`config.mk`:
```
export PLATFORM = sky130hd
export DESIGN_NAME = fifo_to_gpio_flat
export DESIGN_NICKNAME = d
export VERILOG_FILES = /design/src/rtl/fifo_to_gpio_pkg.sv /design/src/rtl/fifo_to_gpio_if.sv /design/src/rtl/fifo_to_gpio_sync_edge.sv /design/src/rtl/fifo_to_gpio.sv /design/src/flat_wrapper.sv
export SDC_FILE = /design/constraint.sdc
export NUM_CORES = 1
export LEC_CHECK = 0
export BUFFER_PORTS_ARGS = -buffer_cell sky130_fd_sc_hd__buf_4
export CORE_UTILIZATION = 41
export DETAILED_ROUTE_END_ITERATION = 6
export GPL_TIMING_DRIVEN = 0
export MAX_ROUTING_LAYER = met4
export PLACE_DENSITY = 0.79
export REMOVE_ABC_BUFFERS = 1
export SYNTH_ARGS = -nofsm -noshare
export SYNTH_HDL_FRONTEND = slang
export SYNTH_SLANG_ARGS = --single-unit
export TNS_END_PERCENT = 30
```
`constraint.sdc`:
```
create_clock -name clk -period 2 [get_ports clk]
set_input_delay 0.3 -clock clk [delete_from_list [all_inputs] [get_ports clk]]
set_output_delay 0.3 -clock clk [all_outputs]
set_load 0.01 [all_outputs]
```
`src/rtl/fifo_to_gpio_pkg.sv`:
```
// Shared EMIO bit map, status layout and read-path state encoding for the
// GPIO<->FIFO bridge blocks (both directions import this package).
package fifo_to_gpio_pkg;

  localparam int GPIO_WIDTH = 32;

  // PS->PL bits: 0-3 belong to the write path, 4-6 to the read path
  localparam int WR_SCLK_BIT      = 0;
  localparam int WR_SDATA_BIT     = 1;
  localparam int WR_WRITE_BIT     = 2;
  localparam int WR_RST_BIT       = 3;
  localparam int RD_SCLK_BIT      = 4;
  localparam int RD_REQ_BIT       = 5;
  localparam int RD_CLR_UFLOW_BIT = 6;

  localparam logic [GPIO_WIDTH-1:0] WR_PATH_MASK =
    (32'd1 << WR_SCLK_BIT) | (32'd1 << WR_SDATA_BIT) |
    (32'd1 << WR_WRITE_BIT) | (32'd1 << WR_RST_BIT);
  localparam logic [GPIO_WIDTH-1:0] RD_PATH_MASK =
    (32'd1 << RD_SCLK_BIT) | (32'd1 << RD_REQ_BIT) | (32'd1 << RD_CLR_UFLOW_BIT);

  // PL->PS status bits
  localparam int ST_SDATA_BIT = 0;
  localparam int ST_VALID_BIT = 1;
  localparam int ST_EMPTY_BIT = 2;
  localparam int ST_UFLOW_BIT = 3;
  localparam int ST_STATE_LSB = 4;
  localparam int ST_STATE_MSB = 6;

  typedef enum logic [2:0] {
    ST_IDLE  = 3'd0,
    ST_POP   = 3'd1,
    ST_WAIT  = 3'd2,
    ST_LOAD  = 3'd3,
    ST_SHIFT = 3'd4,
    ST_DONE  = 3'd5
  } rd_state_e;

endpackage

```
`src/rtl/fifo_to_gpio_if.sv`:
```
// FIFO-side and EMIO-side signals of the PL->PS readback path.
interface fifo_to_gpio_if
  import fifo_to_gpio_pkg::*;
#(
  parameter int DATA_WIDTH = 32
);
  logic [GPIO_WIDTH-1:0] emio_gpio_i;
  logic [GPIO_WIDTH-1:0] emio_gpio_o;
  logic                  fifo_empty;
  logic [DATA_WIDTH-1:0] fifo_dout;
  logic                  fifo_rd_en;

  modport master (
    output emio_gpio_i, fifo_empty, fifo_dout,
    input  emio_gpio_o, fifo_rd_en
  );

  modport slave (
    input  emio_gpio_i, fifo_empty, fifo_dout,
    output emio_gpio_o, fifo_rd_en
  );
endinterface

```
`src/rtl/fifo_to_gpio_sync_edge.sv`:
```
// Multi-flop synchronizer for one GPIO input with a rising-edge pulse on the
// synchronized level.
module fifo_to_gpio_sync_edge #(
  parameter int SYNC_STAGES = 2
) (
  input  logic clk,
  input  logic rst,
  input  logic d,
  output logic level,
  output logic rise
);
  logic [SYNC_STAGES-1:0] sync_p;
  logic                   level_p;

  always_ff @(posedge clk or negedge rst) begin
    if (!rst) begin
      sync_p  <= '0;
      level_p <= 1'b0;
    end else begin
      sync_p  <= {sync_p[SYNC_STAGES-2:0], d};
      level_p <= sync_p[SYNC_STAGES-1];
    end
  end

  assign level = sync_p[SYNC_STAGES-1];
  assign rise  = sync_p[SYNC_STAGES-1] & ~level_p;
endmodule

```
`src/rtl/fifo_to_gpio.sv`:
```
// Pops one FIFO word on a PS request and lets software bit-bang it out
// MSB-first over EMIO GPIO, with status readback on the same bank.
module fifo_to_gpio
  import fifo_to_gpio_pkg::*;
#(
  parameter int DATA_WIDTH  = 32,
  parameter int SYNC_STAGES = 2,
  parameter int RD_LATENCY  = 1
) (
  input  logic          clk,
  input  logic          rst,
  fifo_to_gpio_if.slave bus
);
  localparam int CNT_W  = $clog2(DATA_WIDTH) + 1;
  localparam int WAIT_W = 2;

  rd_state_e             state, state_nxt;
  logic [DATA_WIDTH-1:0] shift_reg, shift_nxt;
  logic [CNT_W-1:0]      bit_cnt, bit_cnt_nxt;
  logic [WAIT_W-1:0]     wait_cnt, wait_nxt;
  logic                  uflow, uflow_nxt, uflow_set;

  logic sclk_lvl, sclk_rise;
  logic req_lvl, req_rise;
  logic clr_lvl, clr_rise;
  logic unused_gpio;

  fifo_to_gpio_sync_edge #(.SYNC_STAGES(SYNC_STAGES)) u_sync_sclk (
    .clk(clk), .rst(rst), .d(bus.emio_gpio_i[RD_SCLK_BIT]),
    .level(sclk_lvl), .rise(sclk_rise)
  );

  fifo_to_gpio_sync_edge #(.SYNC_STAGES(SYNC_STAGES)) u_sync_req (
    .clk(clk), .rst(rst), .d(bus.emio_gpio_i[RD_REQ_BIT]),
    .level(req_lvl), .rise(req_rise)
  );

  fifo_to_gpio_sync_edge #(.SYNC_STAGES(SYNC_STAGES)) u_sync_clr (
    .clk(clk), .rst(rst), .d(bus.emio_gpio_i[RD_CLR_UFLOW_BIT]),
    .level(clr_lvl), .rise(clr_rise)
  );

  // Write-path GPIO bits and the unused synchronized levels are not ours
  assign unused_gpio = ^{bus.emio_gpio_i & (WR_PATH_MASK | ~RD_PATH_MASK), sclk_lvl, clr_lvl};

  always_ff @(posedge clk or negedge rst) begin
    if (!rst) begin
      state     <= ST_IDLE;
      shift_reg <= '0;
      bit_cnt   <= '0;
      wait_cnt  <= '0;
      uflow     <= 1'b0;
    end else begin
      state     <= state_nxt;
      shift_reg <= shift_nxt;
      bit_cnt   <= bit_cnt_nxt;
      wait_cnt  <= wait_nxt;
      uflow     <= uflow_nxt;
    end
  end

  always_comb begin
    state_nxt   = state;
    shift_nxt   = shift_reg;
    bit_cnt_nxt = bit_cnt;
    wait_nxt    = wait_cnt;
    uflow_set   = 1'b0;

    case (state)
      ST_IDLE: begin
        if (req_rise) begin
          if (bus.fifo_empty) uflow_set = 1'b1;
          else                state_nxt = ST_POP;
        end
      end
      ST_POP: begin
        state_nxt = ST_WAIT;
        wait_nxt  = WAIT_W'(RD_LATENCY - 1);
      end
      ST_WAIT: begin
        if (wait_cnt == '0) state_nxt = ST_LOAD;
        else                wait_nxt  = wait_cnt - 1'b1;
      end
      ST_LOAD: begin
        // A request dropped during POP/WAIT lets the pop finish, then drops the word
        bit_cnt_nxt = '0;
        if (!req_lvl) begin
          state_nxt = ST_IDLE;
          shift_nxt = '0;
        end else begin
          state_nxt = ST_SHIFT;
          shift_nxt = bus.fifo_dout;
        end
      end
      ST_SHIFT: begin
        if (!req_lvl) begin
          state_nxt = ST_IDLE;
          shift_nxt = '0;
        end else if (sclk_rise) begin
          shift_nxt   = shift_reg << 1;
          bit_cnt_nxt = bit_cnt + 1'b1;
          if (bit_cnt == CNT_W'(DATA_WIDTH - 1)) state_nxt = ST_DONE;
        end
      end
      ST_DONE: begin
        if (!req_lvl) state_nxt = ST_IDLE;
      end
      default: state_nxt = ST_IDLE;
    endcase

    // A fresh underflow outranks a simultaneous clear
    if (uflow_set)     uflow_nxt = 1'b1;
    else if (clr_rise) uflow_nxt = 1'b0;
    else               uflow_nxt = uflow;
  end

  assign bus.fifo_rd_en = (state == ST_POP);

  always_comb begin
    bus.emio_gpio_o                             = '0;
    bus.emio_gpio_o[ST_SDATA_BIT]               = shift_reg[DATA_WIDTH-1];
    bus.emio_gpio_o[ST_VALID_BIT]               = (state == ST_SHIFT);
    bus.emio_gpio_o[ST_EMPTY_BIT]               = bus.fifo_empty;
    bus.emio_gpio_o[ST_UFLOW_BIT]               = uflow;
    bus.emio_gpio_o[ST_STATE_MSB:ST_STATE_LSB]  = state;
  end
endmodule
```
`src/flat_wrapper.sv`:
```
// flat-port wrapper written by rule: the top's interface ports become plain ports
module fifo_to_gpio_flat import fifo_to_gpio_pkg::*;
#(
  parameter int DATA_WIDTH  = 32,
  parameter int SYNC_STAGES = 2,
  parameter int RD_LATENCY  = 1
)
  (clk, rst, bus_emio_gpio_i, bus_fifo_empty, bus_fifo_dout, bus_emio_gpio_o, bus_fifo_rd_en);
  fifo_to_gpio_if #(.DATA_WIDTH(DATA_WIDTH)) bus_i ();
  input  logic clk;
  input  logic rst;
  input wire logic [$bits(bus_i.emio_gpio_i)-1:0] bus_emio_gpio_i;
  input wire logic [$bits(bus_i.fifo_empty)-1:0] bus_fifo_empty;
  input wire logic [$bits(bus_i.fifo_dout)-1:0] bus_fifo_dout;
  output wire logic [$bits(bus_i.emio_gpio_o)-1:0] bus_emio_gpio_o;
  output wire logic [$bits(bus_i.fifo_rd_en)-1:0] bus_fifo_rd_en;
  assign bus_i.emio_gpio_i = bus_emio_gpio_i;
  assign bus_i.fifo_empty = bus_fifo_empty;
  assign bus_i.fifo_dout = bus_fifo_dout;
  assign bus_emio_gpio_o = bus_i.emio_gpio_o;
  assign bus_fifo_rd_en = bus_i.fifo_rd_en;
  fifo_to_gpio #(.DATA_WIDTH(DATA_WIDTH), .SYNC_STAGES(SYNC_STAGES), .RD_LATENCY(RD_LATENCY)) u_core (.clk(clk), .rst(rst), .bus(bus_i));
endmodule
```
== Word-level counts from Yosys, hierarchy flattened ==
Cells that the tools add are included.

* Register bits after elaboration: 53
* Bits of input ports: 67
* Output and inout bits: 33

* Reduce and logical (&&, ||, !) cells: 9
* Muxes and demuxes: 23
* Equal/unequal tests: 15
* Add/subtract/negate cells: 2
* Bitwise gates (word level): 6

{| class="wikitable"
|+ Operators with widths
! kind !! number
|-
| 32-bit two-way mux || 3
|-
| 32-bit one-hot mux with 2 select lines || 1
|-
| 3-bit two-way mux || 8
|-
| 3-bit one-hot mux with 6 select lines || 1
|-
| 6-bit two-way mux || 2
|-
| 6-bit one-hot mux with 2 select lines || 1
|-
| 2-bit by 1-bit inequality test with 1-bit output, second input constant || 4
|-
| 6-bit by 1-bit adder with 6-bit output, second input constant || 1
|-
| 3-bit by 2-bit equality test with 1-bit output, second input constant || 2
|-
| 3-bit equality test, second input constant || 2
|-
| 6-bit by 5-bit equality test with 1-bit output, second input constant || 1
|-
| 2-bit inequality test, second input constant || 3
|-
| 3-bit by 2-bit inequality test with 1-bit output, second input constant || 2
|-
| 6-bit AND reduction || 1
|-
| 2-bit nonzero test || 3
|-
| 1-bit two-way mux || 5
|-
| 2-bit one-hot mux with 2 select lines || 1
|-
| 2-bit AND reduction || 2
|-
| 1-bit bitwise AND || 3
|-
| 3-bit by 1-bit equality test with 1-bit output, second input constant || 1
|-
| 3-bit zero test || 1
|-
| 1-bit inverter || 3
|-
| 3-bit AND reduction || 1
|-
| 2-bit zero test || 1
|-
| other kinds (2) || 2
|}

== Logic depth before layout (Yosys ltp) ==
Gate-level depths: netlist (run 1).

* Depth after elaboration: 5
* Depth in mapped cells: 6

== Cells and area by module ==
A second synthesis (run 1) with hierarchy kept.

* Cell total of the unflattened synthesis: 261
* Area, all modules: 2864.0 µm²

{| class="wikitable"
|+ Modules (own cells, without submodules)
! module !! area each (µm²) !! cells an instance !! instances !! sequential area each (µm²)
|-
| fifo_to_gpio || 2597.5 || 249 || 1 || 1101.1
|-
| fifo_to_gpio_sync_edge || 88.8 || 4 || 3 || 75.1
|}

== Worst setup path after synthesis (run 1) ==
Ideal clock, no wire load.

* Path kind: reg2reg
* Start: register u_core.state[2]
* End: register u_core.shift_reg[10]
* Cell stages (with the launch flop): 6
* Path buffers: 2
* Clock period less this slack: 1.595 ns
* Data required time: 1.875 ns
* Slack: 0.405 ns
* Arrival time: 1.470 ns
* Library setup time: 0.125 ns
* Cells stage by stage: dfrtp_1 > nor3b_2 > buf_4 > a21oi_4 > buf_6 > mux2_4

* Word-level cells in the longest chain between the ends: 3

{| class="wikitable"
|+ Ends and longest elaborated chain
! element !! line !! RTL
|-
| from (decl) || fifo_to_gpio.sv:17 || <nowiki>rd_state_e state, state_nxt;</nowiki>
|-
| from (signal assigned) || fifo_to_gpio.sv:54 || <nowiki>state <= state_nxt;</nowiki>
|-
| 3-bit equality test or 3-bit by 2-bit equality test with 1-bit output (tied branches) || fifo_to_gpio.sv:69 || <nowiki>case (state)</nowiki>
|-
| 3-bit by 2-bit inequality test with 1-bit output (no source line) or 2-bit nonzero test (tied branches) || n/a ||
|-
| 2-bit AND reduction (no source line) || n/a ||
|-
| to (signal assigned) || fifo_to_gpio.sv:55 || <nowiki>shift_reg <= shift_nxt;</nowiki>
|-
| to (decl) || fifo_to_gpio.sv:18 || <nowiki>logic [DATA_WIDTH-1:0] shift_reg, shift_nxt;</nowiki>
|}

Parallel ways exist; a longest one is shown, timed or not.
A chain may end at the register's enable or synchronous reset.

== Worst setup path after layout (run 1) ==
* Start: register u_core.state[2]
* End: output bus_emio_gpio_o[1]

* Word-level cells in the longest chain between the ends: 1

{| class="wikitable"
|+ Ends and longest elaborated chain
! element !! line !! RTL
|-
| 3-bit equality test || fifo_to_gpio.sv:122 || <nowiki>bus.emio_gpio_o[ST_VALID_BIT] = (state == ST_SHIFT);</nowiki>
|-
| to (decl) || flat_wrapper.sv:15 || <nowiki>output wire logic [$bits(bus_i.emio_gpio_o)-1:0] bus_emio_gpio_o;</nowiki>
|}

Every way passes these cells.

==> flow_summary.rst, run 1 <==
.. list-table::
   :header-rows: 1

   * - Metric
     - Value
   * - Origin of the worst setup path
     - u_core.state[2]
   * - Cell at the slowest stage of the critical path
     - dfrtp_2
   * - Crit-path cells
     - nor3b_4 -> buf_16 -> buf_4
   * - Category of the most critical setup path
     - reg -> out
   * - Shortest period the worst path allows
     - 1810 ps
   * - GR Util All Layers
     - 15.2%
   * - Antenna diode count
     - 0
   * - Status
     - finished, final reports clean
   * - Predominant post-synthesis flop cell
     - dfrtp_1
   * - Global-route wire length before repair
     - 8.74 mm
   * - Setup crit start kind
     - register
   * - Clock slew seen by the registers of the worst setup and hold paths
     - 90 ps
   * - Largest driver fanout on the critical path
     - 29
   * - Final Cell Area
     - roughly 0.0035 mm2
   * - Unrepaired setup endpoints after global routing
     - no
   * - Largest register FFs
     - 32
   * - Initial antenna violation count
     - 0
   * - Synth Warn #
     - 0
   * - Share of power burned in combinational logic
     - 36.5%
   * - Fill count
     - 663
   * - Async S/R FF share, synth
     - 100%
   * - Endpoint of the most critical setup path
     - bus_emio_gpio_o[1]
   * - Signed area change from the synthesized netlist to the final layout
     - 16.3%
   * - Setup TNS
     - 0 ps
   * - Reported leakage power
     - 1.64 nW
   * - Largest net degree at the start of global routing
     - 54
   * - Port bufs
     - 45
   * - Hold-fix buffers at CTS
     - 0
   * - Number of library cell types mapped by synthesis
     - 40
   * - Count of final max-slew check failures
     - 0
   * - Height of the chip
     - roughly 87 um
   * - CTS root buffer
     - clkbuf_8
   * - Share of the cycle needed by the critical path after routing
     - 90.5%
   * - Placed Instances
     - 409
   * - Placement Rows
     - 30
   * - Total number of nets in the final design
     - 394
   * - Total number of vias
     - around 2100
   * - Top cells by area, synth
     - dfrtp_1 45%, mux2_4 15%, buf_4 7.6%
   * - Count of flip-flops with a built-in enable after synthesis
     - 0
   * - Most instantiated library cell after synthesis
     - dfrtp_1
   * - Clk network pwr share
     - 19.9%
   * - Net switching power
     - 1.15 mW
   * - Internal power contribution
     - approximately 2.6 mW
   * - CP Capture Type
     - output port
   * - Final hold vios
     - 0
   * - Worst IR Drop VDD
     - 0.433 mV
   * - Share of cells above drive strength 1
     - 30.1%
   * - Area of the mapped netlist
     - between 0.002 and 0.003 mm2
   * - Post-synthesis area per instance
     - 10.2 um2
   * - HPWL after DPL
     - 3.47 mm
   * - Instance area at placement
     - approximately 0.0033 mm2
   * - Post-layout worst setup margin
     - 190 ps
   * - Post-detailed-route count of antenna-violating nets
     - 0
   * - Via/cell ratio
     - slightly below 5
   * - Power density relative to cell area
     - 1090 mW/mm2
   * - Depth of the worst register-to-register path
     - 5
   * - Max-slew headroom
     - 56.2%
   * - Cell family with the largest share of critical-path delay
     - flip-flops
   * - Number of standard cells after synthesis
     - between 200 and 300
   * - CTS tree
     - done
   * - Sequential power share
     - between 40 and 50%
   * - TritonCTS buffer count
     - 5
   * - Floorplan die area
     - 0.00758 mm2
   * - Latest clock arrival within the worst-skew pair
     - about 300 ps
   * - GRT overflow
     - 0
   * - Number of levels the H-tree was split into
     - 2
   * - Sequential-to-total area share from yosys stat
     - 44.7%
   * - Remaining DRCs
     - 0
   * - Number of buffer and inverter stages on the critical path
     - 2
   * - Slew @ Worst Pin
     - 656 ps
   * - Post-placement worst setup slack
     - -726 ps
   * - Cell Count, Final, Fillers Out
     - 422
   * - Reg2reg end
     - u_core.shift_reg[4]
   * - Arrival time of data at the critical path endpoint
     - 1510 ps
   * - Count of cell instances traversed by the critical path
     - 3
   * - Most frequent cells after synthesis
     - 53 x dfrtp_1, 39 x nand2_1, 35 x o21ai_0
   * - Number of clock sinks
     - 53
   * - Total length of routed wires
     - ~5.4 mm
   * - First drt pass iteration count
     - 4
   * - Vias in the first global route
     - between 1500 and 2000
   * - WL/cell
     - 12.8 um
   * - Peak clock frequency supported by timing
     - 552 MHz
   * - Worst path max stage delay
     - between 500 and 600 ps
   * - Worst Clk Skew
     - 4.93 ps
   * - Switch share
     - 30.4%
   * - Effective utilization at floorplan
     - a little over two fifths
   * - Seq cells post-synth
     - 53
   * - Critical register-to-register path startpoint
     - u_core.state[2]
   * - I/O pins
     - 100
   * - Clock Path Buffers
     - 2
   * - Register-to-register path setup slack
     - 220 ps
   * - Final RePlAce weighted congestion
     - between 0.7 and 0.8
   * - WP data required
     - 1700 ps
   * - Cell taking the most area after synthesis
     - dfrtp_1
   * - Hold Crit Class
     - in -> async
   * - Number of setup violations in the final report
     - 0
   * - Placeable core region
     - 0.00691 mm2
   * - Chip width
     - 87.1 um
   * - Fraction of post-synthesis cell area in the top cell type by area
     - ~45%
   * - First-iteration detailed-routing DRC count
     - 103
   * - Maximum Capacitance Violations
     - 0
cell families after synthesis:
family / share of synthesized area, %
AO/OA/AOI/OAI: 9.40
XOR/XNOR: 0.885
adder cells (fa/ha/maj): 0.843
buffers and inverters: 11.7
flip-flops: 44.7
multiplexers: 15.8
other: 0.126
AND/OR/NAND/NOR: 16.6
metrics by stage:
| step | power [mW] | hold slack (ps) | utilization [%] |
|---|---|---|---|
| 2_1_floorplan | 2.54 | 4.41 | - |
| 3_3_place_gp | 2.85 | 332 | 46.1 |
| 3_5_place_dp | 2.93 | 336 | 47.2 |
| 4_1_cts | 3.77 | 51.2 | 49.7 |
| 5_1_grt | 3.97 | 80.2 | 50.0 |
| 6_report | 3.77 | 28.9 | 50.0 |
layer usage:
layer,vias to the layer above,GRT usage [%],wire length (um)
met4,0,4.09,40
met5,-,-,0
met2,51,25.3,2630
li1,1011,-,-
met1,988,18.8,2500
met3,5,3.32,212
layout by cell type, fill, tap and decap left out, drive strengths merged, types with 2 or more instances in the layout:
cell	Yosys	routed
mux2	31	31
nor3b	3	3
a21oi	3	4
o21ai	36	36
ha	2	2
xnor2	3	3
nor3	3	3
conb	1	25
nand2b	2	2
a22o	2	2
nand3	33	33
a21o	2	2
buf	42	52
nor2	6	6
nor4	2	2
nand2	39	39
inv	5	5
dfrtp	53	53
nand3b	3	3
nand4bb	2	2
clkbuf	7	7
cell type report:
type                            instances  area, um2  share of cell area, %
Clock buffer                            7       86.3                   2.50
Clock inverter                          1       30.0                  0.870
Inverter                                5       18.8                  0.544
Multi-Input combinational cell        208       1410                   40.8
Sequential cell                        53       1330                   38.7
Tap cell                               96        120                   3.48
Timing Repair Buffer                   52        455                   13.2
how the worst min path moves through the flow:
stage	slack (ps)	end	startpoint
finish	30	u_core.bit_cnt[4]	rst
global route	80	u_core.shift_reg[1]	rst
CTS	50	u_core.shift_reg[20]	rst
detailed placement	340	u_core.u_sync_clr.sync_p[1]	u_core.u_sync_clr.sync_p[0]
global placement	330	u_core.u_sync_req.sync_p[1]	u_core.u_sync_req.sync_p[0]
floorplan	4	u_core.bit_cnt[0]	rst
power by group through the flow:
stage               registers, mW  logic [mW]  clock network, mW
CTS                          1.64        1.35              0.775
finish                       1.65        1.38              0.750
detailed placement           1.65        1.28                  0
floorplan                    1.60       0.943                  0
global placement             1.64        1.21                  0
global route                 1.69        1.48              0.809
timing repair:
item | 4_1_cts | 5_1_grt
resized for setup | 5 | 0
setup endpoints to repair | 33 | 15
gates cloned | 1 | 0
setup buffers | 3 | 1
pin swaps | 2 | 1
No activity file was read; power rests on OpenSTA's default activity.
==> inputs of run 2 (changes only) <==
Settings changed: PLACE_DENSITY 0.79 to default, PLACE_DENSITY_LB_ADDON from default to 0.12, RECOVER_POWER from default to 100.
==> run 2 against run 1 <==
Worst hold slack better by 83 ps. Sequential share of layout area is 1.3 points higher. Final cell count is 1.4% higher. Register-to-register slack worse by 40 ps. Sequential power is 5% lower. Critical path type unchanged. Critical endpoint unchanged. Largest power group unchanged.
==> flow_summary.rst, run 2 (synthesis gave the netlist of run 1 again) <==
.. list-table::
   :header-rows: 1

   * - Metric
     - Value
   * - Status
     - finished, final reports clean
   * - Antenna diode count
     - 0
   * - Category of the most critical setup path
     - reg -> out
   * - Arrival time of data at the critical path endpoint
     - 1570 ps
   * - Crit-path cells
     - nor3b_4 -> buf_16 -> buf_12 -> buf_4
   * - Cell Count, Final, Fillers Out
     - 428
   * - Placeable core region
     - roughly 0.0069 mm2
   * - TritonCTS buffer count
     - 5
   * - Final RePlAce weighted congestion
     - 0.713
   * - Register-to-register path setup slack
     - 180 ps
   * - Reg2reg end
     - u_core.shift_reg[2]
   * - Largest net degree at the start of global routing
     - 57
   * - Total length of routed wires
     - 5.18 mm
   * - Setup TNS
     - 0 ps
   * - I/O pins
     - 100
   * - Worst Clk Skew
     - 8.42 ps
   * - Global-route wire length before repair
     - 8.87 mm
   * - Initial antenna violation count
     - 0
   * - Depth of the worst register-to-register path
     - 4
   * - Smallest hold slack
     - ~110 ps
   * - CP Capture Type
     - output port
   * - First drt pass iteration count
     - 4
   * - Top library cells by usage in the layout, fill and taps aside
     - 51 x dfrtp_1, 46 x buf_4, 39 x nand2_1
   * - GRT overflow
     - 0
   * - CTS tree
     - done
   * - Port bufs
     - 45
   * - Number of setup violations in the final report
     - 0
   * - Leading cell type in the layout, fill and taps excluded
     - dfrtp_1
   * - Number of levels the H-tree was split into
     - 2
   * - Slew @ Worst Pin
     - 1300 ps
   * - Hold path endpoint
     - u_core.u_sync_req.sync_p[0]
   * - Placed Instances
     - a little over 400
   * - Effective utilization at floorplan
     - 43.0%
   * - Via/cell ratio
     - 4.74
   * - Chip width
     - 87.1 um
   * - Clock Path Buffers
     - 2
   * - Maximum Capacitance Violations
     - 0
   * - WL/cell
     - 12.1 um
   * - Clock slew seen by the registers of the worst setup and hold paths
     - 100 ps
   * - Total number of nets in the final design
     - 400
   * - Height of the chip
     - 87.1 um
   * - Total number of vias
     - 2029
   * - Setup crit start kind
     - register
   * - Placement Rows
     - 30
   * - Largest register FFs
     - 32
   * - Hold-fix buffers at CTS
     - 0
   * - Critical register-to-register path startpoint
     - u_core.u_sync_req.sync_p[1]
   * - Floorplan die area
     - ~0.0076 mm2
   * - HPWL after DPL
     - 3.27 mm
   * - Unrepaired setup endpoints after global routing
     - no
   * - CTS root buffer
     - clkbuf_8
   * - Vias in the first global route
     - roughly 1900
   * - WHS Path Cells
     - 1
   * - Share of cells above drive strength 1
     - 21.7%
   * - Largest driver fanout on the critical path
     - 27
   * - Power density relative to cell area
     - 1010 mW/mm2
   * - Remaining DRCs
     - 0
   * - Max-slew headroom
     - 13.2%
   * - Worst path max stage delay
     - ~460 ps
   * - GR Util All Layers
     - between 10% and 20%
   * - Latest clock arrival within the worst-skew pair
     - 310 ps
   * - Shortest period the worst path allows
     - 1870 ps
   * - Worst IR Drop VDD
     - between 0.3 and 0.4 mV
   * - Count of final max-slew check failures
     - 0
   * - Signed area change from the synthesized netlist to the final layout
     - 12.1%
   * - Total power draw
     - 3.35 mW
   * - Number of clock sinks
     - 53
   * - Peak clock frequency supported by timing
     - 534 MHz
   * - Final hold vios
     - 0
   * - Worst hold path startpoint
     - bus_emio_gpio_i[5]
   * - Post-detailed-route count of antenna-violating nets
     - 0
   * - Cell at the slowest stage of the critical path
     - dfrtp_2
   * - WP data required
     - roughly 1700 ps
   * - First-iteration detailed-routing DRC count
     - 93
   * - Share of the cycle needed by the critical path after routing
     - 93.6%
   * - Hold Crit Class
     - in -> reg
   * - Reported leakage power
     - 1.54 nW
-- run 2: stage by stage --
step	utilization [%]	worst slack (ps)	area [um2]
2_1_floorplan	-	-1830	2730
3_5_place_dp	47.4	-361	3280
4_1_cts	49.2	7.27	3400
6_report	48.2	127	3330
5_1_grt	48.2	28.5	3330
3_3_place_gp	46.1	-3100	3190
-- run 2: routing by layer --
metal / part of all wire (%) / GRT usage (%)
met3: 3.8 / 2.94
met1: 49 / 20.2
met5: 0 / -
met4: 1.4 / 6.36
met2: 45 / 23.5
-- run 2: what timing repair did --
action,in CTS,in global routing
setup buffers,2,8
pin swaps,1,1
setup endpoints to repair,33,1
resized for setup,4,0
-- run 2: final cells by class --
cell class | instances | area [um2]
Fill cell | 707 | 3580
Sequential cell | 53 | 1330
Multi-Input combinational cell | 207 | 1290
Timing Repair Buffer | 59 | 470
Tap cell | 96 | 120
Clock buffer | 6 | 82.6
Inverter | 5 | 18.8
Clock inverter | 2 | 13.8
-- run 2: worst max path at each step --
| stage | from | end | slack (ps) | cells past startpoint |
|---|---|---|---|---|
| floorplan | u_core.state[2] | u_core.shift_reg[10] | -1830 | 3 |
| global placement | u_core.state[2] | u_core.shift_reg[14] | -3100 | 3 |
| detailed placement | u_core.state[2] | u_core.shift_reg[25] | -360 | 5 |
| CTS | u_core.state[2] | bus_emio_gpio_o[1] | 7 | 4 |
| global route | u_core.state[2] | bus_emio_gpio_o[1] | 30 | 4 |
| finish | u_core.state[1] | bus_emio_gpio_o[1] | 130 | 4 |
-- run 2: worst max-delay path, delay by kind of cell (launching register included) --
| family | cells | cell delay (ps) |
|---|---|---|
| simple gates | 1 | 300 |
| flops | 1 | 460 |
| buf+inv | 3 | 500 |
-- run 2: where the power goes --
part / internal [mW] / switching [mW]
clock: 0.281 / 0.354
sequential: 1.37 / 0.199
combinational: 0.610 / 0.533
total: 2.26 / 1.09
==> inputs of run 3 (changes only) <==
Settings changed: BUFFER_PORTS_ARGS -buffer_cell sky130_fd_sc_hd__buf_4 to -buffer_cell sky130_fd_sc_hd__buf_2.
==> run 3 against run 2 <==
Global-route usage is 0.15 points lower. Worst setup slack lost 21 ps. Core utilization shrank 0.96 points. Routed wire length down 0.95%. Register-to-register slack worse by 70 ps. Fmax decreased by 1.1%. Highest routed layer unchanged.
==> flow_summary.rst, run 3 (synthesis gave the netlist of run 1 again) <==
.. list-table::
   :header-rows: 1

   * - Metric
     - Value
   * - Status
     - finished, final reports clean
   * - Maximum Capacitance Violations
     - 0
   * - Shortest period the worst path allows
     - 1890 ps
   * - Peak clock frequency supported by timing
     - 528 MHz
   * - Floorplan die area
     - about 0.0076 mm2
   * - Hold Crit Class
     - in -> reg
   * - Number of levels the H-tree was split into
     - 2
   * - Port bufs
     - 45
   * - Reported leakage power
     - approximately 1.5 nW
   * - Register-to-register path setup slack
     - 110 ps
   * - Vias in the first global route
     - about 1900
   * - Cell Count, Final, Fillers Out
     - 428
   * - Number of setup violations in the final report
     - 0
   * - Hold-fix buffers at CTS
     - 0
   * - Clock slew seen by the registers of the worst setup and hold paths
     - 90 ps
   * - Remaining DRCs
     - 0
   * - Total power draw
     - 3.37 mW
   * - Reg2reg end
     - u_core.shift_reg[29]
   * - Largest register FFs
     - 32
   * - Crit-path cells
     - nor3b_4 -> buf_6 -> buf_12 -> a21oi_4 -> buf_2 -> mux2_4
   * - Worst hold path startpoint
     - bus_emio_gpio_i[4]
   * - Global routing met1 resource utilization
     - 21.7%
   * - WL/cell
     - about 12 um
   * - Largest net degree at the start of global routing
     - 54
   * - Category of the most critical setup path
     - reg -> reg
   * - Switch share
     - 32.0%
   * - Post-layout worst setup margin
     - 106 ps
   * - WHS Path Cells
     - 1
   * - I/O pins
     - 100
   * - Setup crit start kind
     - register
   * - Critical register-to-register path startpoint
     - u_core.state[2]
   * - First-iteration detailed-routing DRC count
     - about 130
   * - Height of the chip
     - a little under 90 um
   * - Final core utilization
     - 47.2%
   * - Net switching power
     - roughly 1.1 mW
   * - Origin of the worst setup path
     - u_core.state[2]
   * - Placed Instances
     - roughly 410
   * - Latest clock arrival within the worst-skew pair
     - 300 ps
   * - Total number of nets in the final design
     - 400
   * - Largest driver fanout on the critical path
     - 18
   * - Placement Rows
     - 30
   * - GR Util All Layers
     - 15.3%
   * - Instance area at placement
     - 0.00316 mm2
   * - Chip width
     - 87.1 um
   * - Global-route wire length before repair
     - around 9 mm
   * - Signed area change from the synthesized netlist to the final layout
     - 9.87%
   * - Met2 track utilization from global routing
     - 22.5%
   * - Total length of routed wires
     - 5.13 mm
   * - Internal power contribution
     - 2.29 mW
   * - Max-slew headroom
     - 12.4%
   * - Final RePlAce weighted congestion
     - ~0.72
   * - Clk network pwr share
     - 17.2%
   * - Cell at the slowest stage of the critical path
     - dfrtp_2
   * - Share of the cycle needed by the critical path after routing
     - 94.7%
   * - Via/cell ratio
     - 4.73
   * - Arrival time of data at the critical path endpoint
     - around 2100 ps
   * - GRT overflow
     - 0
   * - TritonCTS buffer count
     - 5
   * - Power density relative to cell area
     - 1030 mW/mm2
   * - Antenna diode count
     - 0
   * - Leading cell type in the layout, fill and taps excluded
     - dfrtp_1
   * - Worst path max stage delay
     - approximately 440 ps
   * - Post-placement worst setup slack
     - -511 ps
   * - Worst IR Drop VDD
     - 0.333 mV
   * - Clock Path Buffers
     - 2
   * - Top library cells by usage in the layout, fill and taps aside
     - 50 x dfrtp_1, 39 x nand2_1, 39 x buf_2
   * - First drt pass iteration count
     - 4
   * - Unrepaired setup endpoints after global routing
     - no
   * - Count of final max-slew check failures
     - 0
   * - Initial antenna violation count
     - 0
   * - Share of cells above drive strength 1
     - 24.1%
   * - Met3 usage
     - 2.84%
   * - Placeable core region
     - 0.00691 mm2
   * - HPWL after DPL
     - between 3 and 4 mm
   * - CP Capture Type
     - register
   * - Sequential power share
     - 46.6%
   * - Depth of the worst register-to-register path
     - 6
   * - Highest-utilization routing layer at the global route stage
     - met2
   * - Share of power burned in combinational logic
     - 36.2%
   * - CTS tree
     - done
   * - Number of clock sinks
     - 53
   * - Final Cell Area
     - approximately 0.0033 mm2
   * - Total number of vias
     - 2025
   * - Endpoint of the most critical setup path
     - u_core.shift_reg[29]
   * - Final hold vios
     - 0
   * - Slew @ Worst Pin
     - about 1300 ps
   * - Worst Clk Skew
     - a little over 9 ps
   * - Post-detailed-route count of antenna-violating nets
     - 0
   * - WP data required
     - 2190 ps
   * - Effective utilization at floorplan
     - 43.0%
   * - CTS root buffer
     - clkbuf_8
run 3: worst max-delay path: cells and delay by family (launching register included):
kind,cells,cell delay (ps)
mux,1,340
flops,1,440
buf+inv,3,660
simple gates,1,160
compound gates,1,180
run 3: worst min-delay path by stage:
stage / endpoint
detailed placement: u_core.u_sync_clr.sync_p[1]
global route: u_core.u_sync_sclk.sync_p[0]
global placement: u_core.u_sync_req.sync_p[1]
floorplan: u_core.bit_cnt[0]
finish: u_core.u_sync_sclk.sync_p[0]
CTS: u_core.u_sync_sclk.sync_p[0]
run 3: layout make-up:
type / count / area (um2)
Fill cell: 687 / 3650
Multi-Input combinational cell: 207 / 1340
Sequential cell: 53 / 1330
Timing Repair Buffer: 59 / 374
Tap cell: 96 / 120
Clock buffer: 8 / 80.1
Inverter: 5 / 18.8
run 3: timing repair:
item	4_1_cts	5_1_grt
setup buffers	2	7
endpoints found under the setup margin	33	11
pin swaps	1	0
gates resized for setup	6	0
run 3: stage by stage:
stage          TNS [ps]  hold slack (ps)
3_5_place_dp     -14050              338
6_report              0              101
2_1_floorplan    -59980             4.41
5_1_grt               0             83.7
3_3_place_gp    -107740              334
4_1_cts           -3.78             94.7
run 3: routing by layer:
| layer | part of all wire, % | vias up | wire length [um] |
|---|---|---|---|
| met2 | 44 | 45 | 2270 |
| li1 | - | 1025 | - |
| met5 | 0 | - | 0 |
| met4 | 0.78 | 0 | 40 |
| met1 | 51 | 951 | 2630 |
| met3 | 3.7 | 4 | 188 |
run 3: power groups by stage:
stage / sequential (mW) / combinational, mW / clock (mW)
2_1_floorplan: 1.60 / 0.943 / 0
3_3_place_gp: 1.65 / 1.18 / 0
3_5_place_dp: 1.64 / 1.25 / 0
4_1_cts: 1.64 / 1.28 / 0.606
5_1_grt: 1.61 / 1.35 / 0.651
6_report: 1.57 / 1.22 / 0.580
